`src/rtl/jtcps1_obj_line_draw.sv`:
```
// ----------------------------------------------------------------------------
// jtcps1_obj_line_draw
//
// Draws the sprite (object) pixels of one scan line. The line table builder
// has left up to 128 entries of 4 words each for this line. The list ends at
// the first entry whose word0 is 16'hFFFF, or after entry 127. For each entry
// this block reads word0..word2 and fetches the two 32-bit halves of the
// 64-bit tile row from graphics ROM. It then decodes the 4bpp planar data and
// writes every opaque pixel (color != 4'hF) into the object line buffer.
//
// Entry words:
//   word0 = {4'd0, vsub[3:0], vflip, hflip, pal[4:0]}
//           (vflip is already folded into vsub; bit 7 is unused)
//   word1 = tile code
//   word2 = x position
//   word3 = unused, never read
//
// Ports:
//   clk        system clock
//   rst        synchronous active-high reset
//   start      one-cycle pulse; (re)starts drawing from entry 0
//   done       high when the line is finished, held until the next start
//   line_addr  table word address {entry[6:0], sub[1:0]}
//   line_data  table word, valid one cycle after line_addr changes
//   rom_addr   {code[15:0], vsub[3:0]}
//   rom_half   selects the 32-bit half of the 64-bit tile row
//   rom_cs     ROM request, held until rom_ok
//   rom_ok     rom_data is valid for the current rom_addr/rom_half
//   rom_data   4 planes x 8 pixels, one plane per byte
//   buf_addr   pixel x position in the line buffer (wraps modulo 512)
//   buf_data   {pal[4:0], color[3:0]}
//   buf_wr     pixel write strobe
// ----------------------------------------------------------------------------
module jtcps1_obj_line_draw #(
    parameter int ROMW = 20
) (
    input  logic            clk,
    input  logic            rst,
    input  logic            start,
    output logic            done,
    output logic [8:0]      line_addr,
    input  logic [15:0]     line_data,
    output logic [ROMW-1:0] rom_addr,
    output logic            rom_half,
    output logic            rom_cs,
    input  logic            rom_ok,
    input  logic [31:0]     rom_data,
    output logic [8:0]      buf_addr,
    output logic [8:0]      buf_data,
    output logic            buf_wr
);

    typedef enum logic [2:0] {
        IDLE,
        RD0,
        RD1,
        RD2,
        RD3,
        REQ,
        DRAW,
        DONE
    } state_t;

    state_t      state;
    logic [6:0]  entry;
    logic [3:0]  vsub;
    logic        hflip;
    logic [4:0]  pal;
    logic [15:0] code;
    logic [8:0]  xpos;
    logic [31:0] pix;
    logic [2:0]  k;
    logic        half_idx;
    logic [3:0]  color;

    // The pixel being drawn always sits at the same bit of each plane byte:
    // bit 7 when drawing left to right, bit 0 when the tile is mirrored. The
    // shift register moves the next pixel into that position every cycle.
    always_comb begin
        color = 4'h0;
        if (hflip) begin
            color = {pix[24], pix[16], pix[8], pix[0]};
        end else begin
            color = {pix[31], pix[23], pix[15], pix[7]};
        end
    end

    // Main sequencer. The table RAM has one cycle of read latency, so
    // line_addr is always set one state ahead of the state that captures the
    // word. A start pulse in any state restarts the line from entry 0. This
    // drops any pending ROM request so rom_cs is low for several cycles.
    always_ff @(posedge clk) begin
        if (rst) begin
            state     <= IDLE;
            done      <= 1'b1;
            line_addr <= 9'd0;
            rom_cs    <= 1'b0;
            rom_half  <= 1'b0;
            rom_addr  <= '0;
            buf_wr    <= 1'b0;
            buf_addr  <= 9'd0;
            buf_data  <= 9'd0;
            entry     <= 7'd0;
            vsub      <= 4'd0;
            hflip     <= 1'b0;
            pal       <= 5'd0;
            code      <= 16'd0;
            xpos      <= 9'd0;
            pix       <= 32'd0;
            k         <= 3'd0;
            half_idx  <= 1'b0;
        end else begin
            buf_wr <= 1'b0;
            if (start) begin
                entry     <= 7'd0;
                done      <= 1'b0;
                rom_cs    <= 1'b0;
                line_addr <= 9'd0;
                state     <= RD0;
            end else begin
                case (state)
                    IDLE: begin
                        state <= IDLE;
                    end
                    RD0: begin
                        line_addr <= {entry, 2'd1};
                        state     <= RD1;
                    end
                    RD1: begin
                        if (line_data == 16'hFFFF) begin
                            done  <= 1'b1;
                            state <= DONE;
                        end else begin
                            vsub      <= line_data[11:8];
                            hflip     <= line_data[5];
                            pal       <= line_data[4:0];
                            line_addr <= {entry, 2'd2};
                            state     <= RD2;
                        end
                    end
                    RD2: begin
                        code  <= line_data;
                        state <= RD3;
                    end
                    RD3: begin
                        // A mirrored tile starts from the upper ROM half so
                        // that its rightmost pixels land at x.
                        xpos     <= line_data[8:0];
                        rom_addr <= ROMW'({code, vsub});
                        rom_half <= hflip;
                        rom_cs   <= 1'b1;
                        half_idx <= 1'b0;
                        state    <= REQ;
                    end
                    REQ: begin
                        if (rom_cs && rom_ok) begin
                            pix    <= rom_data;
                            rom_cs <= 1'b0;
                            k      <= 3'd0;
                            state  <= DRAW;
                        end
                    end
                    DRAW: begin
                        buf_wr   <= (color != 4'hF);
                        buf_addr <= xpos + 9'({half_idx, k});
                        buf_data <= {pal, color};
                        k        <= k + 3'd1;
                        if (hflip) begin
                            pix <= (pix >> 1) & 32'h7F7F_7F7F;
                        end else begin
                            pix <= (pix << 1) & 32'hFEFE_FEFE;
                        end
                        if (k == 3'd7) begin
                            if (!half_idx) begin
                                half_idx <= 1'b1;
                                rom_half <= ~hflip;
                                rom_cs   <= 1'b1;
                                state    <= REQ;
                            end else if (entry == 7'd127) begin
                                done  <= 1'b1;
                                state <= DONE;
                            end else begin
                                entry     <= entry + 7'd1;
                                line_addr <= {entry + 7'd1, 2'd0};
                                state     <= RD0;
                            end
                        end
                    end
                    DONE: begin
                        done  <= 1'b1;
                        state <= IDLE;
                    end
                    default: begin
                        state <= IDLE;
                    end
                endcase
            end
        end
    end

endmodule

```
`config.mk`:
```
export PLATFORM = sky130hd
export DESIGN_NAME = jtcps1_obj_line_draw
export DESIGN_NICKNAME = d
export VERILOG_FILES = /design/src/rtl/jtcps1_obj_line_draw.sv
export SDC_FILE = /design/constraint.sdc
export NUM_CORES = 1
export LEC_CHECK = 0
export BUFFER_PORTS_ARGS = -buffer_cell sky130_fd_sc_hd__buf_2
export CAP_MARGIN = 25
export CORE_UTILIZATION = 48
export DETAILED_ROUTE_END_ITERATION = 10
export PLACE_DENSITY = 0.73
export SYNTH_ARGS = -nofsm -noshare
export SYNTH_HDL_FRONTEND = slang
export SYNTH_SLANG_ARGS = --single-unit
```
`constraint.sdc`:
```
create_clock -name clk -period 2.85 [get_ports clk]
set_clock_uncertainty 0.15 [all_clocks]
set_input_delay 0.285 -clock clk [delete_from_list [all_inputs] [get_ports clk]]
set_output_delay 0.285 -clock clk [all_outputs]
set_load 0.02 [all_outputs]
```
Yosys cells after proc, flatten, opt, wreduce, memory -nomap -nowiden

Cells that the tools add are included.

Add/sub/neg operators: 3
$mul: 0
Divide/modulo/power cells: 0
Order comparisons: 0
Equality and inequality tests: 22
Shifts and indexed selects: 0
Muxes and demuxes: 33
Bitwise operators: 5
Reductions and logical operators: 23

Operators by type and width:

| operator                                                        | count |
|---|---|
| 32-bit two-way mux                                              | 2 |
| 32-bit one-hot mux with 2 select lines                          | 1 |
| 9-bit two-way mux                                               | 4 |
| 9-bit one-hot mux with 3 select lines                           | 1 |
| 3-bit one-hot mux with 7 select lines                           | 1 |
| 3-bit two-way mux                                               | 6 |
| 16-bit == test, second input constant                           | 1 |
| 3-bit == test, second input constant                            | 5 |
| 3-bit inequality test, second input constant                    | 5 |
| 1-bit two-way mux                                               | 12 |
| 2-bit inequality test, second input constant                    | 6 |
| 4-bit AND reduction                                             | 3 |
| 2-bit AND reduction                                             | 5 |
| 5-bit AND reduction                                             | 2 |
| 9-bit by 4-bit adder with 9-bit output                          | 1 |
| 3-bit AND reduction                                             | 3 |
| 7-bit by 1-bit adder with 7-bit output, second input constant   | 1 |
| 7-bit == test, second input constant                            | 1 |
| 3-bit by 2-bit == test with 1-bit output, second input constant | 2 |
| 1-bit one-hot mux with 3 select lines                           | 2 |
| 3-bit one-hot mux with 2 select lines                           | 1 |
| 3-bit nonzero test                                              | 2 |
| 1-bit NOT                                                       | 5 |
| 4-bit two-way mux                                               | 1 |
| other kinds (10)                                                | 13 |

Bits in registers: 132
Bits in latches: 0
Memory bits (writable): 0
Memory bits (read-only): 0
Input port bits: 52
Output and inout port bits: 51
Word-level logic and storage cells: 105
Memories: 0

Logic depth before layout (Yosys ltp)

Gate-level depths: netlist of the first run.

Depth after elaboration: 6
Depth in mapped cells: 8

Worst setup path after synthesis of the first run

No wires, ideal clock.

Kind: register to register
Start point: reg k[0]
End point: reg buf_addr[8]
Setup time: 0.086 ns
Arrival: 1.733 ns
Setup slack: 0.881 ns
Stages on the path, launching flop included: 8
Cell sequence: dfxtp_1 > ha_1 > fa_1 > a21o_1 > a21oi_1 > nor3b_1 > xnor2_1 > a211oi_1

Word-level cells in the longest chain between the ends: 1

RTL lines:

| what                                   | RTL line | text |
|---|---|---|
| start: declaration                     | 72       | `logic [2:0] k;` |
| start signal: assignment               | 167      | `k <= k + 3'd1;` |
| 9-bit by 4-bit adder with 9-bit output | 165      | `buf_addr <= xpos + 9'({half_idx, k});` |
| end signal: assignment                 | 165      |  |
| end: declaration                       | 48       | `output logic [8:0] buf_addr,` |

No other way between the ends.
A chain may end at the register's enable or synchronous reset.

Worst setup path in the final report of the first run

Start point: reg state[1]
End point: reg buf_data[0]

Word-level cells in the longest chain between the ends: 2

RTL lines:

| what                          | RTL line | text |
|---|---|---|
| start: declaration            | 64       | `state_t state;` |
| start signal: assignment      | 94       | `state <= IDLE;` |
| start signal: assignment      | 119      | `state <= RD0;` |
| start signal: assignment      | 123      | `state <= IDLE;` |
| 3-bit == test                 | 121      | `case (state)` |
| 2-bit AND reduction (no line) | -        |  |
| end signal: assignment        | 166      | `buf_data <= {pal, color};` |
| end: declaration              | 49       | `output logic [8:0] buf_data,` |

No other way between the ends.

==> results.cfg, run 1 <==
[global_route]
overflow = 0
grt_usage_pct = 23.8
antenna_found_initial = 1
first_global_vias = 5077
grt_first_pass_wirelength_mm = 24.5
grt_start_max_net_pins = 50

[cells_and_area]
drive_gt1_share_pct = 22.4
finish.utilization_pct = 59.9
final_common_cell = nand2_1
fill_cells = 1089
syn_to_final_growth_pct = 20.7
num-nets-final = 859
layout_common_cells = nand2_1 (171), dfxtp_1 (131), a21oi_1 (103)
diodes = 0

[clock_tree]
clk_pin_slew_ns = 0.06
numClockSinks = 132
htreeDepth = 4
cts_setup_buffers = 0
cts_root_buffer = clkbuf_16
cts_buffers = 17
post_cts_resized = 0
insertion_delay_ns = 0.42
holdBufCountCts = 11
clockBufferDepth = 2
cts_tree = built

[route]
viasPerCell = 5.47
drtIter0Drc = 502
ant_nets = 0
drt_first_pass_iters = 5
wire_per_inst_um = 15.1
drc = 0
vias = 5363
wirelength_mm = 14.8

[pwr]
total_power_mw = 4.28
peakVddDrop_v = 0.000392
static-leakage-power_nw = 2.62
power_density_mw_per_mm2 = 589

[setup_path]
slowest_stage = dfxtp_1
critical_path_class = flop to flop
slowest_delay_ns = 0.62
cp_max_fo = 23
crit_path_end_kind = flop
cp-start-kind = flop
arrival_ns = 2.39
cp_data_required_time_ns = 2.98
crit_chain = and3b_2 > nand2_1 > a211oi_1 > nor3_1

[sta]
tightest_slew_ns = 0.831
min_period_over_period_pct = 79.0
rsz0062_at_grt = false
finalMaxSlewViolations = 0
final_hold_viol_count = 0
setup_viol = 0
tns_ns = 0
fin_crit_ns = 2.25
slew_headroom_pct = 44.2
max_freq_mhz = 444

[outcome]
status = completed

[placed_design]
globalplace.congestion = 0.851
portBuffers = 102
dp_hpwl_mm = 9.85

[die]
start_util_pct = 49.6
pin_count = 103
die_h_um = 114
coreArea_mm2 = 0.0121
die_w_um = 114
die-area_mm2 = 0.0130
rows = 40

[flow_run]
maxCapViolCount = 0

[yosys]
synth_async_sr_flop_share_pct = 0
synth_seq_cells = 132
synth_top_cell_by_area = dfxtp_1
netlist_area_mm2 = 0.00601
synth_area_leaders = dfxtp_1 (44%), nand2_1 (11%), a21oi_1 (8.6%), mux2i_1 (6.3%), o211ai_1 (3.1%)
synth_top_area_share_pct = 44.0
syn-num-nets = 769
synth.distinct_cells = 56
synth.avg_cell_area_um2 = 8.48
yosysWarnings = 0
synth-edff-count = 0
synth_cells = 709
synth_ff_type = dfxtp_1
ys_seq_area_share_pct = 44.0

[worst_hold_path]
worst_hold_path_type = input port to flop
-- sequential cells by signal (all words and copies together) (netlist names) --
register and flops:
rom_addr 20, k 3, vsub 4, rom_cs 1, code 16, done 1, state 3, buf_data 9
buf_addr 9, rom_half 1, buf_wr 1, xpos 9, entry 7, pix 32, half_idx 1, hflip 1
line_addr 9, pal 5
-- per-stage QoR --
stage | hold slack [ns] | std cells | cell area, µm² | worst slack, ns
after floorplan | 0.271 | 709 | 6010 | 0.881
after global placement | 0.291 | 937 | 6540 | 0.708
after detailed placement | 0.296 | 937 | 6540 | 0.629
after CTS | 0.000573 | 980 | 7260 | 0.601
after global routing | 0.00754 | 980 | 7260 | 0.460
final | 0.00710 | 980 | 7260 | 0.598
-- cells in the mapped netlist (all sizes together), types with 3 or more instances --
library cell / instances
nor2: 46
xnor2: 10
ha: 7
inv: 6
buf: 32
nand3: 11
nand2: 171
a211oi: 14
a21o: 3
xor2: 5
nand2b: 3
a21oi: 104
nor3: 23
a31oi: 3
dfxtp: 132
nor3b: 5
mux2i: 38
a311oi: 5
clkbuf: 21
o21ai: 11
or3: 4
o211ai: 26
nand4: 5
-- cell type report --
cell class | count | area (µm²) | area share [%]
clock inverter | 12 | 144 | 1.98
multi-input combinational | 518 | 3070 | 42.2
timing repair buffer | 124 | 706 | 9.72
sequential | 132 | 2640 | 36.4
inverter | 6 | 22.5 | 0.310
tap | 168 | 210 | 2.90
clock buffer | 20 | 467 | 6.43
-- worst paths after layout --
path,startpoint,endpoint,slack [ns],cells after the start
worst min-delay path,line_data[3],code[3],0.007,3
worst max-delay path,state[1],buf_data[0],0.60,4
worst max register to register,state[1],buf_data[0],0.60,4
worst min register to register,rom_addr[12],rom_addr[12],0.30,2
-- power by group --
part | switching [mW] | leakage (nW) | internal [mW] | total, mW
clock network | 0.853 | 0.290 | 1.37 | 2.22
registers | 0.0116 | 1.06 | 1.86 | 1.87
logic | 0.112 | 1.26 | 0.0735 | 0.185
total | 0.977 | 2.62 | 3.30 | 4.28
-- critical path, delay by kind of cell (launching register included) --
kind	cells	cell delay, ns
and+or+nand+nor	3	1.03
DFF	1	0.62
AOI/OAI and AO/OA	1	0.32
-- cell families after synthesis --
| logic type | count (synthesis) | share of synthesized area (%) |
|---|---|---|
| adder cells (fa/ha/maj) | 8 | 1.79 |
| multiplexers | 38 | 6.33 |
| AO/OA/AOI/OAI | 175 | 18.6 |
| AND/OR/NAND/NOR | 282 | 22.0 |
| flip-flops | 132 | 44.0 |
| XOR/XNOR | 15 | 2.19 |
| buffers and inverters | 59 | 5.16 |
-- routing by layer --
layer | share of wire, % | wire length, µm | track usage (%) | up-vias
li1 | - | - | - | 2646
met1 | 46 | 6770 | 30.8 | 2493
met2 | 46 | 6870 | 38.3 | 189
met3 | 5.6 | 834 | 5.69 | 33
met4 | 2.1 | 304 | 9.44 | 2
met5 | 0.088 | 13 | 0 | -
Power figures use the tool's default switching activity.
==> run 2: changes to the inputs <==
- clock period: 2.85 -> 2.4 ns (I/O delays scaled with it)
==> run 2 against run 1 <==
Net effect:
- non-clock buffer count increased by 30
- sequential power rose by 19%
- sequential share of layout area decreased by 1.7 points
- global-route usage rose by 0.35 points
- first-iteration DRC count decreased by 17%
- cell count grew 3.1%
- clock-buffer cell count up 1
- design area increased by 4.9%
- total power is 21% higher
- critical path depth up 3
- critical endpoint is now buf_addr[8]
- largest power group unchanged
==> results.cfg, run 2 (synthesis gave the netlist of run 1 again) <==
[outcome]
status = completed

[route]
wirelength_mm = 15.3
drt_first_pass_iters = 5
wire_per_inst_um = 15.2
ant_nets = 0
drc = 0
viasPerCell = 5.42
drtIter0Drc = 415
vias = 5476

[clock_tree]
htreeDepth = 4
cts_buffers = 17
cts_root_buffer = clkbuf_16
post_cts_resized = 0
numClockSinks = 132
cts_tree = built
insertion_delay_ns = 0.42
clk_pin_slew_ns = 0.06
clockBufferDepth = 2

[die]
pin_count = 103
coreArea_mm2 = 0.0121
rows = 40
die_h_um = 114
die_w_um = 114
die-area_mm2 = 0.0130
start_util_pct = 49.6

[setup_path]
arrival_ns = 2.33
cp_data_required_time_ns = 2.58
slowest_stage = fa_1
cp-start-kind = flop
cp_max_fo = 4
ff2ff_path_depth = 7
slowest_delay_ns = 0.41
crit_chain = ha_1 > fa_1 > a21o_1 > a21oi_1 > nor3b_1 > xnor2_1 > a211oi_1
crit_path_end_kind = flop
critical_path_class = flop to flop

[global_route]
grt_usage_pct = 24.1
first_global_vias = 5309
antenna_found_initial = 0
grt_start_max_net_pins = 70
overflow = 0
grt_first_pass_wirelength_mm = 24.9

[flow_run]
maxCapViolCount = 0

[cells_and_area]
final_common_cell = nand2_1
finish.utilization_pct = 62.9
drive_gt1_share_pct = 21.6
num-nets-final = 889
largest_reg_flops = 32
layout_common_cells = nand2_1 (171), dfxtp_1 (131), a21oi_1 (103)
top_register = pix
syn_to_final_growth_pct = 26.7
diodes = 0
reg_top3 = pix (32), rom_addr (20), code (16)

[worst_hold_path]
min_path_cells = 3
worst_hold_path_type = input port to flop

[sta]
setup_viol = 0
finalMaxSlewViolations = 0
max_freq_mhz = 464
fin_crit_ns = 2.15
min_period_over_period_pct = 89.7
tightest_slew_ns = 0.680
tns_ns = 0
final_hold_viol_count = 0
rsz0062_at_grt = false
slew_headroom_pct = 54.6

[placed_design]
portBuffers = 102
dp_hpwl_mm = 9.65
globalplace.congestion = 0.839

[pwr]
power_density_mw_per_mm2 = 682
static-leakage-power_nw = 2.75
peakVddDrop_v = 0.000517
run 2: metrics by stage:
| stage | total power, mW | instance area [µm²] | setup WS [ns] | cells | hold slack (ns) |
|---|---|---|---|---|---|
| 2_1_floorplan | 2.38 | 6010 | 0.431 | 709 | 0.226 |
| 3_3_place_gp | 2.47 | 6610 | 0.344 | 940 | 0.291 |
| 3_5_place_dp | 2.47 | 6610 | 0.260 | 940 | 0.291 |
| 4_1_cts | 5.24 | 7620 | 0.237 | 1010 | 0.00187 |
| 5_1_grt | 5.36 | 7620 | 0.0809 | 1010 | 0.0122 |
| 6_report | 5.20 | 7620 | 0.246 | 1010 | 0.0199 |
run 2: timing repair:
| item | in CTS | in global routing |
|---|---|---|
| hold endpoints to repair | 53 | 0 |
| setup buffers | 0 | 0 |
| hold buffers | 38 | 0 |
| setup endpoints to repair | 0 | 0 |
run 2: layout make-up:
type,count,area [µm²]
sequential,132,2640
multi-input combinational,518,3070
tap,168,210
fill,1045,4500
timing repair buffer,154,1050
clock inverter,11,175
inverter,6,22.5
clock buffer,21,450
run 2: worst max-delay path, delay by kind of cell (launching register included):
kind	cells	cell delay [ns]
AOI/OAI and AO/OA	3	0.69
xor gates and xnor gates	1	0.15
DFF	1	0.34
adders and majority gates	2	0.62
and+or+nand+nor	1	0.12
run 2: worst paths after layout:
check                                     to  slack, ns         from
worst min-delay path                  pix[9]       0.02  rom_data[9]
worst min register to register  rom_addr[15]       0.30     code[11]
worst max-delay path             buf_addr[8]       0.25         k[0]
worst max register to register   buf_addr[8]       0.25         k[0]
run 2: where the power goes:
| part | internal, mW | switching, mW |
|---|---|---|
| combinational | 0.118 | 0.136 |
| clock | 1.77 | 0.954 |
| sequential | 2.21 | 0.0147 |
| total | 4.09 | 1.10 |
run 2: routing by layer:
layer	GRT usage (%)	vias to the layer above	share of wire (%)
met3	4.94	24	4.1
li1	-	2697	-
met1	29.9	2604	46
met5	0	-	0
met2	40.4	151	48
met4	10.9	0	1.9
==> run 3: changes to the inputs <==
- ABC_AREA: default -> 1
- HOLD_SLACK_MARGIN: default -> 0.15
==> run 3 against run 2 <==
Net effect:
- combinational power is 18% higher
- worst setup slack worse by 0.086 ns
- core utilization is 1.3 points higher
- critical path depth stayed put
- clock-buffer cell count is 2 higher
- first-iteration DRC count is 27% higher
==> results.cfg, run 3 <==
[outcome]
status = completed

[flow_run]
maxCapViolCount = 0

[placed_design]
place_area_mm2 = 0.00672
dp_hpwl_mm = 9.84
globalplace.congestion = 0.853
portBuffers = 102

[yosys]
synth_xor_area_share_pct = 1.15
synth_async_sr_flop_share_pct = 0
syn-num-nets = 952
yosysMostFrequentCell = nand2_1
synth_ff_type = dfxtp_1
yosys.area_share.adder_pct = 1.76
synth_top_family_by_area = simple AND/OR/NAND/NOR gates
synth-edff-count = 0
netlist_area_mm2 = 0.00611
synth_compound_area_share_pct = 18.2
synth.distinct_cells = 37
synth_top_cell_by_area = dfxtp_1
muxShareOfSynthArea_pct = 0
synth_cells = 892
synth_area_leaders = dfxtp_1 (43%), nand2_1 (12%), nor2_1 (11%), o21ai_0 (9.4%), a21oi_1 (5.4%)
yosysWarnings = 0
synth_seq_cells = 132
ys_seq_area_share_pct = 43.3
synth_commonest_cells = nand2_1 (203), nor2_1 (172), dfxtp_1 (132)
synthSimpleGateAreaFrac_pct = 27.2
synth.avg_cell_area_um2 = 6.85
synth_top_area_share_pct = 43.3

[global_route]
grt_first_pass_wirelength_mm = 26.0
antenna_found_initial = 0
first_global_vias = 5348
overflow = 0
gr-usage-met2_pct = 39.3
grt_start_max_net_pins = 70
met1_usage_pct = 34.3
grt_usage_pct = 25.3
grt_use_met3_pct = 5.48
grt-busiest-layer = met2

[cells_and_area]
final_common_cell = nand2_1
finish.utilization_pct = 64.2
stdcell_area_mm2 = 0.00784
num-nets-final = 1091
syn_to_final_growth_pct = 28.4
reg_top3 = pix (32), rom_addr (20), code (16)
diodes = 0
fill_cells = 1112
drive_gt1_share_pct = 16.6
top_register = pix
layout_common_cells = nand2_1 (203), nor2_1 (172), dfxtp_1 (132)
largest_reg_flops = 32

[sta]
tns_ns = 0
max_freq_mhz = 447
setup_viol = 0
rsz0062_at_grt = false
finalMaxSlewViolations = 0
fin_crit_ns = 2.24
final_hold_viol_count = 0
tightest_slew_ns = 0.673
hold_ws_ns = 0.218
slew_headroom_pct = 55.1
min_period_over_period_pct = 93.3

[die]
start_util_pct = 50.0
coreArea_mm2 = 0.0122
pin_count = 103
rows = 40
die_w_um = 115
die_h_um = 115
die-area_mm2 = 0.0132

[setup_path]
cp_data_required_time_ns = 2.55
ff2ff_setup_slack_ns = 0.16
critical_path_class = flop to flop
cp_max_fo = 69
ff2ff_path_depth = 7
arrival_ns = 2.39
startpoint = state[1]
crit_path_end_kind = flop
cp-start-kind = flop
timing.rr.end = state[0]
reg2reg_from = state[1]

[route]
vias = 6065
drtIter0Drc = 525
drc = 0
ant_nets = 0
wirelength_mm = 16.3
drt_first_pass_iters = 5
wire_per_inst_um = 13.4
viasPerCell = 5.00

[worst_hold_path]
hp-start = start
min_path_cells = 4
hold-path-endpoint = done
worst_hold_path_type = input port to flop

[pwr]
internal-power_mw = 4.06
peakVddDrop_v = 0.000358
p_clk_share_pct = 51.3
p_comb_share_pct = 5.8
swShare_pct = 21.6
total_power_mw = 5.18
static-leakage-power_nw = 3.63
switching_power_mw = 1.12
p_seq_share_pct = 42.9
power_density_mw_per_mm2 = 660

[clock_tree]
clockBufferDepth = 2
cts_tree = built
htreeDepth = 4
cts_root_buffer = clkbuf_16
post_cts_resized = 0
cts_buffers = 17
numClockSinks = 132
clk_pin_slew_ns = 0.06
insertion_delay_ns = 0.42
run 3: cell types whose count changed after synthesis, moves of 23 or more:
cell / delta
mux2i_1: -38
a21oi_1: -37
nand2_1: +32
inv_1: +59
o211ai_1: -23
o21ai_0: +108
nor2_1: +127
run 3: worst max path at each step:
stage / endpoint / depth (start not counted) / slack, ns
after floorplan: line_addr[3] / 11 / 0.68
after global placement: pix[31] / 8 / 0.27
after detailed placement: pix[26] / 8 / 0.24
after CTS: state[0] / 7 / 0.18
after global routing: state[0] / 7 / 0.03
final: state[0] / 7 / 0.16
run 3: cell families (layout without fill, tap and decap cells):
kind of cell,count (synthesis),count (layout)
flops,132,132
compound gates,206,207
simple gates,416,416
fa+ha+maj,8,8
buf+inv,122,273
xor+xnor,8,8
run 3: repair_timing:
action	in CTS	in global routing
hold endpoints to repair	75	0
setup endpoints to repair	0	1
hold buffers	51	0
buffers inserted	0	0
run 3: layout make-up:
cell class | instances | area, µm² | share of cell area (%)
clock inverter | 9 | 126 | 1.61
multi-input combinational | 639 | 2960 | 37.7
timing repair buffer | 169 | 1150 | 14.7
inverter | 72 | 273 | 3.48
tap | 168 | 210 | 2.68
clock buffer | 23 | 478 | 6.09
sequential | 132 | 2640 | 33.7
run 3: power groups by stage:
stage | clock network, mW | logic [mW] | registers (mW)
3_5_place_dp | 0 | 0.230 | 2.27
2_1_floorplan | 0 | 0.126 | 2.28
3_3_place_gp | 0 | 0.229 | 2.27
4_1_cts | 2.67 | 0.295 | 2.22
6_report | 2.65 | 0.302 | 2.22
5_1_grt | 2.80 | 0.331 | 2.22
run 3: through the flow:
stage          std cells  worst slack (ns)
5_1_grt             1212            0.0255
4_1_cts             1211             0.182
6_report            1212             0.161
3_5_place_dp        1128             0.240
3_3_place_gp        1128             0.267
2_1_floorplan        892             0.675
run 3: worst max-delay path: stages (launching register included):
cell and delay (ns):
dfxtp_1 0.50, nand3_4 0.14, buf_12 0.21, nor2_1 0.23
a21oi_1 0.10, a21oi_1 0.14, a21oi_1 0.08, dlygate4sd3_1 0.57
run 3: metal layers:
metal	vias to the layer above	share of wire (%)
met3	24	4.9
met1	2726	48
li1	3137	-
met2	178	46
met5	-	0
met4	0	1.9
